File: config.mk
export PLATFORM = sky130hd
export DESIGN_NAME = snakes_ladders
export DESIGN_NICKNAME = d
export VERILOG_FILES = /design/src/rtl/snl_pkg.sv /design/src/rtl/snl_dice.sv /design/src/rtl/snakes_ladders.sv
export SDC_FILE = /design/constraint.sdc
export NUM_CORES = 1
export LEC_CHECK = 0
export ABC_CLOCK_PERIOD_IN_PS = 6260
export CAP_MARGIN = 15
export CORE_AREA = 5 5 87 65
export CTS_CLUSTER_DIAMETER = 50
export DETAILED_ROUTE_END_ITERATION = 7
export DIE_AREA = 0 0 92 70
export PLACE_DENSITY = 0.72
export SETUP_SLACK_MARGIN = 0.02
export SLEW_MARGIN = 20
export SYNTH_ARGS = -nofsm -noshare
export SYNTH_HDL_FRONTEND = slang
export SYNTH_SLANG_ARGS = --single-unit
File: constraint.sdc
create_clock -name clk -period 6.26 [get_ports clk]
set_clock_uncertainty 0.05 [all_clocks]
set_input_delay 1.252 -clock clk [delete_from_list [all_inputs] [get_ports clk]]
set_output_delay 1.252 -clock clk [all_outputs]
set_load 0.01 [all_outputs]
File: src/rtl/snl_pkg.sv
// Shared constants, winner encodings and the snake/ladder table for the snakes_ladders engine.
package snl_pkg;

    localparam int unsigned MAX_POS = 100;

    localparam logic [1:0] WIN_P1   = 2'b00;
    localparam logic [1:0] WIN_P2   = 2'b01;
    localparam logic [1:0] WIN_NONE = 2'b10;

    // Feedback taps b7, b5, b4, b3 of the die LFSR.
    localparam logic [7:0] LFSR_TAPS = 8'b1011_1000;

    function automatic logic [6:0] jump(input logic [6:0] sq);
        logic [6:0] dst;
        case (sq)
            7'd4:    dst = 7'd14;
            7'd9:    dst = 7'd31;
            7'd21:   dst = 7'd42;
            7'd28:   dst = 7'd84;
            7'd51:   dst = 7'd67;
            7'd72:   dst = 7'd91;
            7'd80:   dst = 7'd99;
            7'd17:   dst = 7'd7;
            7'd54:   dst = 7'd34;
            7'd62:   dst = 7'd19;
            7'd64:   dst = 7'd60;
            7'd87:   dst = 7'd36;
            7'd93:   dst = 7'd73;
            7'd95:   dst = 7'd75;
            7'd98:   dst = 7'd79;
            default: dst = sq;
        endcase
        return dst;
    endfunction

endpackage

File: src/rtl/snl_dice.sv
// Pseudo-random die: 8-bit Fibonacci LFSR, value = (lfsr mod 6) + 1 from the current register.
module snl_dice
    import snl_pkg::*;
#(
    parameter logic [7:0] SEED = 8'hA5
) (
    input  logic       clk,
    input  logic       reset,
    input  logic       enable,
    output logic [2:0] die
);

    logic [7:0] lfsr_q;
    logic [7:0] rem;

    always_ff @(posedge clk or posedge reset) begin
        if (reset) begin
            lfsr_q <= SEED;
        end else if (enable) begin
            lfsr_q <= {lfsr_q[6:0], ^(lfsr_q & LFSR_TAPS)};
        end
    end

    always_comb begin
        rem = lfsr_q % 8'd6;
        die = rem[2:0] + 3'd1;
    end

endmodule

File: src/rtl/snakes_ladders.sv
// Two-player snakes and ladders engine; one move per clock, freezes on the first exact hit of MAX_POS.
// Optional macro SNL_BONUS_SIX_EN: a roll of 6 that moves keeps the turn with the same player.
module snakes_ladders
    import snl_pkg::*;
#(
    parameter logic [7:0]  SEED    = 8'hA5,
    parameter int unsigned MAX_POS = snl_pkg::MAX_POS
) (
    input  logic       clk,
    input  logic       reset,
    output logic [6:0] pos1,
    output logic [6:0] pos2,
    output logic [1:0] winner
);

    logic [6:0] pos1_q, pos1_d;
    logic [6:0] pos2_q, pos2_d;
    logic [1:0] winner_q, winner_d;
    logic       turn_q, turn_d;   // 0 = player 1, 1 = player 2
    logic [2:0] die;
    logic [6:0] cur;
    logic [7:0] tmp;
    logic [6:0] landed;
    logic       moved;

    snl_dice #(
        .SEED(SEED)
    ) u_dice (
        .clk   (clk),
        .reset (reset),
        .enable(winner_q == WIN_NONE),
        .die   (die)
    );

    always_ff @(posedge clk or posedge reset) begin
        if (reset) begin
            pos1_q   <= 7'd0;
            pos2_q   <= 7'd0;
            winner_q <= WIN_NONE;
            turn_q   <= 1'b0;
        end else begin
            pos1_q   <= pos1_d;
            pos2_q   <= pos2_d;
            winner_q <= winner_d;
            turn_q   <= turn_d;
        end
    end

    always_comb begin
        cur      = turn_q ? pos2_q : pos1_q;
        tmp      = {1'b0, cur} + {5'd0, die};
        moved    = (tmp <= 8'(MAX_POS));
        landed   = jump(tmp[6:0]);
        pos1_d   = pos1_q;
        pos2_d   = pos2_q;
        winner_d = winner_q;
        turn_d   = turn_q;
        if (winner_q == WIN_NONE) begin
            if (moved) begin
                if (turn_q) pos2_d = landed;
                else        pos1_d = landed;
                if (landed == 7'(MAX_POS)) winner_d = turn_q ? WIN_P2 : WIN_P1;
            end
`ifdef SNL_BONUS_SIX_EN
            turn_d = (moved && die == 3'd6) ? turn_q : ~turn_q;
`else
            turn_d = ~turn_q;
`endif
        end
    end

    assign pos1   = pos1_q;
    assign pos2   = pos2_q;
    assign winner = winner_q;

endmodule

==> results of run 1 <==
-- stage by stage --
stage	cell area (um^2)	setup WS (ns)	hold slack [ns]
finish	2510	0.532	0.425
global route	2510	0.220	0.451
CTS	2510	0.664	0.427
detailed placement	2460	0.680	0.414
global placement	2460	0.645	0.407
floorplan	2250	1.18	0.417
-- flip-flops by register name, summed over array words and instances, names as in the netlist --
register / count
u_dice.lfsr_q: 8
pos1: 7
pos2: 7
winner: 2
turn_q: 1
-- power by group --
| group | switching (mW) | leakage, nW | internal, mW | total [mW] |
|---|---|---|---|---|
| Clock | 0.0503 | 0.0217 | 0.0451 | 0.0954 |
| Sequential | 0 | 0.331 | 0.162 | 0.162 |
| Combinational | 0.00296 | 0.615 | 0.000573 | 0.00353 |
-- layer usage --
metal,GRT usage [%],vias up,routed length [um]
li1,-,1006,-
met1,29.6,951,2940
met2,22.7,107,2130
met3,4.08,8,512
met4,2.14,0,24
met5,0,-,0
-- cell type report --
class                      instances  area share (%)
multi-input combinational        215            61.0
clock inverter                     1           0.299
inverter                           9            1.35
timing repair buffer              20            7.68
sequential                        25            25.2
tap                               57            2.84
clock buffer                       3            1.65
-- final timing paths --
kind / cells past startpoint / startpoint / end / slack, ns
hold / removal: 1 / winner[1] / winner[1] / 0.43
hold reg to reg: 1 / winner[1] / winner[1] / 0.43
setup reg to reg: 20 / u_dice.lfsr_q[5] / winner[1] / 0.53
setup / recovery: 20 / u_dice.lfsr_q[5] / winner[1] / 0.53
max in group asynchronous: 2 / reset / u_dice.lfsr_q[6] / 4.18
min in group asynchronous: 2 / reset / pos2[2] / 1.42
-- cell usage in the layout, fill, tap and decap left out, types with 5 or more instances in the layout --
cell type / count
mux2_2: 24
nand2_1: 21
dfrtp_1: 20
clkdlybuf4s50_1: 17
o21ai_0: 15
nand3_1: 13
nor3_1: 13
a21oi_1: 12
xnor2_1: 12
nor2_1: 12
inv_1: 9
nand2b_1: 7
or2_2: 6
ha_1: 6
mux2i_1: 5
nor2b_1: 5
a31oi_1: 5
nand4_1: 5
dfstp_2: 5
-- kinds of logic (layout without fill, tap and decap cells) --
family	count (synthesis)	count (layout)	share of synthesized area, %
adders and majority gates	7	7	4.22
AOI/OAI and AO/OA	65	65	19.6
muxes	30	30	14.9
DFF	25	25	28.0
xor gates and xnor gates	15	15	6.16
buffers and inverters	22	33	4.11
and+or+nand+nor	98	98	23.0
==> impl_metrics.ini, run 1 <==
[run_status]
status = completed

[floorplan]
start_util_pct = 48.2
core_area_um2 = 4680
rows = 21
dieArea_um2 = 6440
io_pins = 18
die_h_um = 70
chipWidth_um = 92

[clocking]
clk_pin_slew_worst_paths_ns = 0.09
clockBufferDepth = 2
cts_tree = yes
cts_resized = 0
root_buffer = clkbuf_8
cts.htree.levels = 1
postCtsHoldBufs = 0
clock-sinks = 25
postCtsSetupBuffers = 0
cts_buffers = 3
clkLatencyLatePin_ns = 0.27

[placed_design]
dp_hpwl_um = 4310
dp.cells = 326
place_congestion = 1.04
port_buffers = 17

[sta]
min_period_over_period_pct = 91.5
finalCriticalPeriod_ns = 5.73
hold_viol = 0
fin_setup_tns_ns = 0
max_freq_ghz = 0.175
rsz0062_at_grt = no
setup_viol = 0
relSlewSlack_pct = 39.3
tightestPinTransition_ns = 0.910
slew_violations = 0

[synth]
ys_ff_latch = 25
synth_cells = 262
synthTopCellsByCount = 24 x mux2_2, 21 x nand2_1, 20 x dfrtp_1
synth_area_leader_cell = dfrtp_1
synth-main-ff-cell = dfrtp_1
synthArstFlopShare_pct = 100
yosysSeqAreaShare_pct = 28.0
yosysTopAreaCellShare_pct = 22.2
synth.avg_cell_area_um2 = 8.61
synth_area_leaders = dfrtp_1 22%, mux2_2 12%, dfstp_2 5.8%
netlist_area_um2 = 2250
ys.warnings.count = 0
yosysMostFrequentCell = mux2_2
syn_nets = 271
synth-edff-count = 0
yosysUniqueCellTypes = 57

[route]
wirelength_um = 5610
antenna_left = 0
dr_total_vias = 2072
drc = 0
firstDrtPassIters = 5
drt-initial-drc-count = 250
wire_per_inst_um = 17.0
vias_per_cell = 6.28

[power]
totalPowerFinal_uw = 260
ir_drop_mv = 0.238
cellLeakagePower_nw = 0.968
powerDensity_nw_per_um2 = 104

[layout]
area_delta_synth_final_pct = 11.3
ff_latch_area_um2 = 632
drive_above_1_share_pct = 17.2
final_nets = 283
stdcell_count = 330
diodes = 0
fin_util_pct = 53.6
nFillCells = 417
multi_input_area_um2 = 1530

[worst_hold_path]
hold_class = flip-flop to flip-flop

[setup_path]
arrival_ns = 5.89
critPathBufInv = 1
cp_slowest_cell = xnor2_1
path_class = flip-flop to flip-flop
cp_max_fo = 8
path_delay_family = compound AO/OA/AOI/OAI gates
cp-start-kind = flip-flop
end_kind = flip-flop
crit_required_ns = 6.42
slowest_delay_ns = 0.62
path_cells = inv_1, ha_1, nand2b_1, nand2_1, nor3b_1, a221oi_1, nand2b_1, o32ai_1, a21o_1, a31oi_1, xnor2_1, ha_1, a21oi_1, xnor2_1, nor3_1, o211ai_1, or3b_2, o32ai_1, nand3_1, o21a_1

[run]
drv_cap = 0

[global_routing]
grt_usage_pct = 17.7
grt_max_degree = 26
antenna_found_initial = 0
overflow = 0
grt_pass1_wl_um = 9470
grt_pass1_vias = 1858
Note: power is estimated with default switching activity, not from simulation.
==> inputs of run 2 (changes only) <==
==> constraint.sdc (replaced) <==
create_clock -name clk -period 6.26 [get_ports clk]
set_clock_uncertainty 0.05 [all_clocks]
set_input_delay 1.252 -clock clk [delete_from_list [all_inputs] [get_ports clk]]
set_output_delay 1.252 -clock clk [all_outputs]
set_load 0.05 [all_outputs]
==> results of run 2 <==
Final layout, timing and power as in run 1 (identical DEF).
==> inputs of run 3 (changes only) <==
--- a/config.mk
+++ b/config.mk
@@ -12,6 +12,7 @@
 export DETAILED_ROUTE_END_ITERATION = 7
 export DIE_AREA = 0 0 92 70
 export PLACE_DENSITY = 0.72
+export RECOVER_POWER = 100
 export SETUP_SLACK_MARGIN = 0.02
 export SLEW_MARGIN = 20
 export SYNTH_ARGS = -nofsm -noshare
==> impl_metrics.ini, run 3 (synthesis results as in run 1) <==
[placed_design]
port_buffers = 17
post_dp_cell_area_um2 = 2460
dp.cells = 326
place_congestion = 1.04
dp_hpwl_um = 4310

[clocking]
root_buffer = clkbuf_8
postCtsSetupBuffers = 0
clockBufferDepth = 2
cts_resized = 0
clkLatencyLatePin_ns = 0.27
cts_buffers = 3
clk_pin_slew_worst_paths_ns = 0.08
postCtsHoldBufs = 0
cts.htree.levels = 1
clock-sinks = 25
cts_tree = yes

[worst_hold_path]
hold_class = flip-flop to flip-flop
hold_depth = 1
worstHoldStart = winner[1]
holdPathEnd = winner[1]

[sta]
finalCriticalPeriod_ns = 5.77
max_freq_ghz = 0.173
setup_viol = 0
rsz0062_at_grt = no
hold_slack_ns = 0.438
slew_violations = 0
tightestPinTransition_ns = 0.911
hold_viol = 0
fin_setup_tns_ns = 0
min_period_over_period_pct = 92.1
relSlewSlack_pct = 39.2

[floorplan]
dieArea_um2 = 6440
die_h_um = 70
io_pins = 18
start_util_pct = 48.2
core_area_um2 = 4680
chipWidth_um = 92
rows = 21

[route]
antenna_left = 0
vias_per_cell = 6.25
wirelength_um = 5550
drc = 0
wire_per_inst_um = 16.8
drt-initial-drc-count = 279
firstDrtPassIters = 5
dr_total_vias = 2061

[setup_path]
critPathBufInv = 2
end_kind = flip-flop
cp_slowest_cell = a221oi_1
crit_required_ns = 6.42
path_cells = inv_1, ha_1, nand2b_1, nand2_1, nor3b_1, a221oi_1, nand2b_1, o32ai_1, a21o_1, a31oi_1, xnor2_1, ha_1, a21oi_1, nand2_1, xnor2_1, buf_4, or4_1, o31a_1, and4b_1, o32ai_1, nand3_1, o21a_1
cp_max_fo = 12
cp-start-kind = flip-flop
path_class = flip-flop to flip-flop
r2r_end = winner[1]
r2r_slack_ns = 0.49
rr_startpoint = u_dice.lfsr_q[5]
path_delay_family = compound AO/OA/AOI/OAI gates
slowest_delay_ns = 0.63
cp-startpoint = u_dice.lfsr_q[5]
arrival_ns = 5.92
r2r_cells = 22

[global_routing]
grt_usage_pct = 17.7
grt_pass1_vias = 1858
use_met3_pct = 4.08
grt_pass1_wl_um = 9470
antenna_found_initial = 0
gr-usage-met1_pct = 29.6
grt_max_degree = 26
overflow = 0
use_met2_pct = 22.7
top_usage_layer = met1

[layout]
area_delta_synth_final_pct = 11.3
ff_latch_area_um2 = 632
layout_commonest_cell = mux2_2
multi_input_area_um2 = 1530
final_nets = 283
stdcell_area_um2 = 2510
layout_common_cells = 24 x mux2_2, 21 x nand2_1, 20 x dfrtp_1, 17 x dlygate4sd3_1, 15 x o21ai_0
largest_reg_flops = 8
nFillCells = 417
drive_above_1_share_pct = 16.1
regMostFlops = u_dice.lfsr_q
stdcell_count = 330
diodes = 0

[power]
cellLeakagePower_nw = 1.03
powerDensity_nw_per_um2 = 103
ir_drop_mv = 0.234

[run_status]
status = completed

[run]
drv_cap = 0
run 3: cell count changes in the layout (fill, tap and decap cells not counted), sizes merged:
cell | before | now
dlygate4sd3 | 0 | 17
clkdlybuf4s50 | 17 | 0
run 3: worst max-delay path by stage:
stage	end	slack, ns	cells past startpoint
finish	winner[1]	0.49	22
CTS	pos2[5]	0.66	19
global route	winner[1]	0.13	21
floorplan	pos1[5]	1.18	20
global placement	winner[1]	0.64	20
detailed placement	pos2[5]	0.68	19
run 3: stage by stage:
stage | setup WS [ns] | util (%) | total power, mW
floorplan | 1.18 | - | 0.167
global placement | 0.645 | 52.6 | 0.168
detailed placement | 0.680 | 52.6 | 0.168
CTS | 0.664 | 53.6 | 0.263
global route | 0.128 | 53.6 | 0.271
finish | 0.493 | 53.6 | 0.259
run 3: worst register-to-register path: cells and delay by family, from the launching register on:
family / cells / cell delay (ns)
AOI/OAI and AO/OA: 8 / 2.14
xor gates and xnor gates: 2 / 0.29
adders and majority gates: 2 / 0.61
buffers and inverters: 2 / 0.32
DFF: 1 / 0.62
and+or+nand+nor: 8 / 1.69
run 3: routing by layer:
metal / vias to the layer above / wire, um
met5: - / 0
li1: 1002 / -
met4: 0 / 12
met1: 962 / 2880
met2: 95 / 2130
met3: 2 / 522
run 3: layout make-up:
type / count / share of cell area, %
Inverter: 9 / 1.35
Sequential cell: 25 / 25.2
Timing Repair Buffer: 20 / 7.68
Multi-Input combinational cell: 215 / 61.0
Clock buffer: 3 / 1.65
Tap cell: 57 / 2.84
Clock inverter: 1 / 0.299
run 3: report_power, final:
group          total [mW]  switching [mW]  leakage (nW)  internal (mW)
Clock              0.0939          0.0489        0.0217         0.0450
Combinational     0.00341         0.00296         0.672       0.000450
Sequential          0.161               0         0.332          0.161
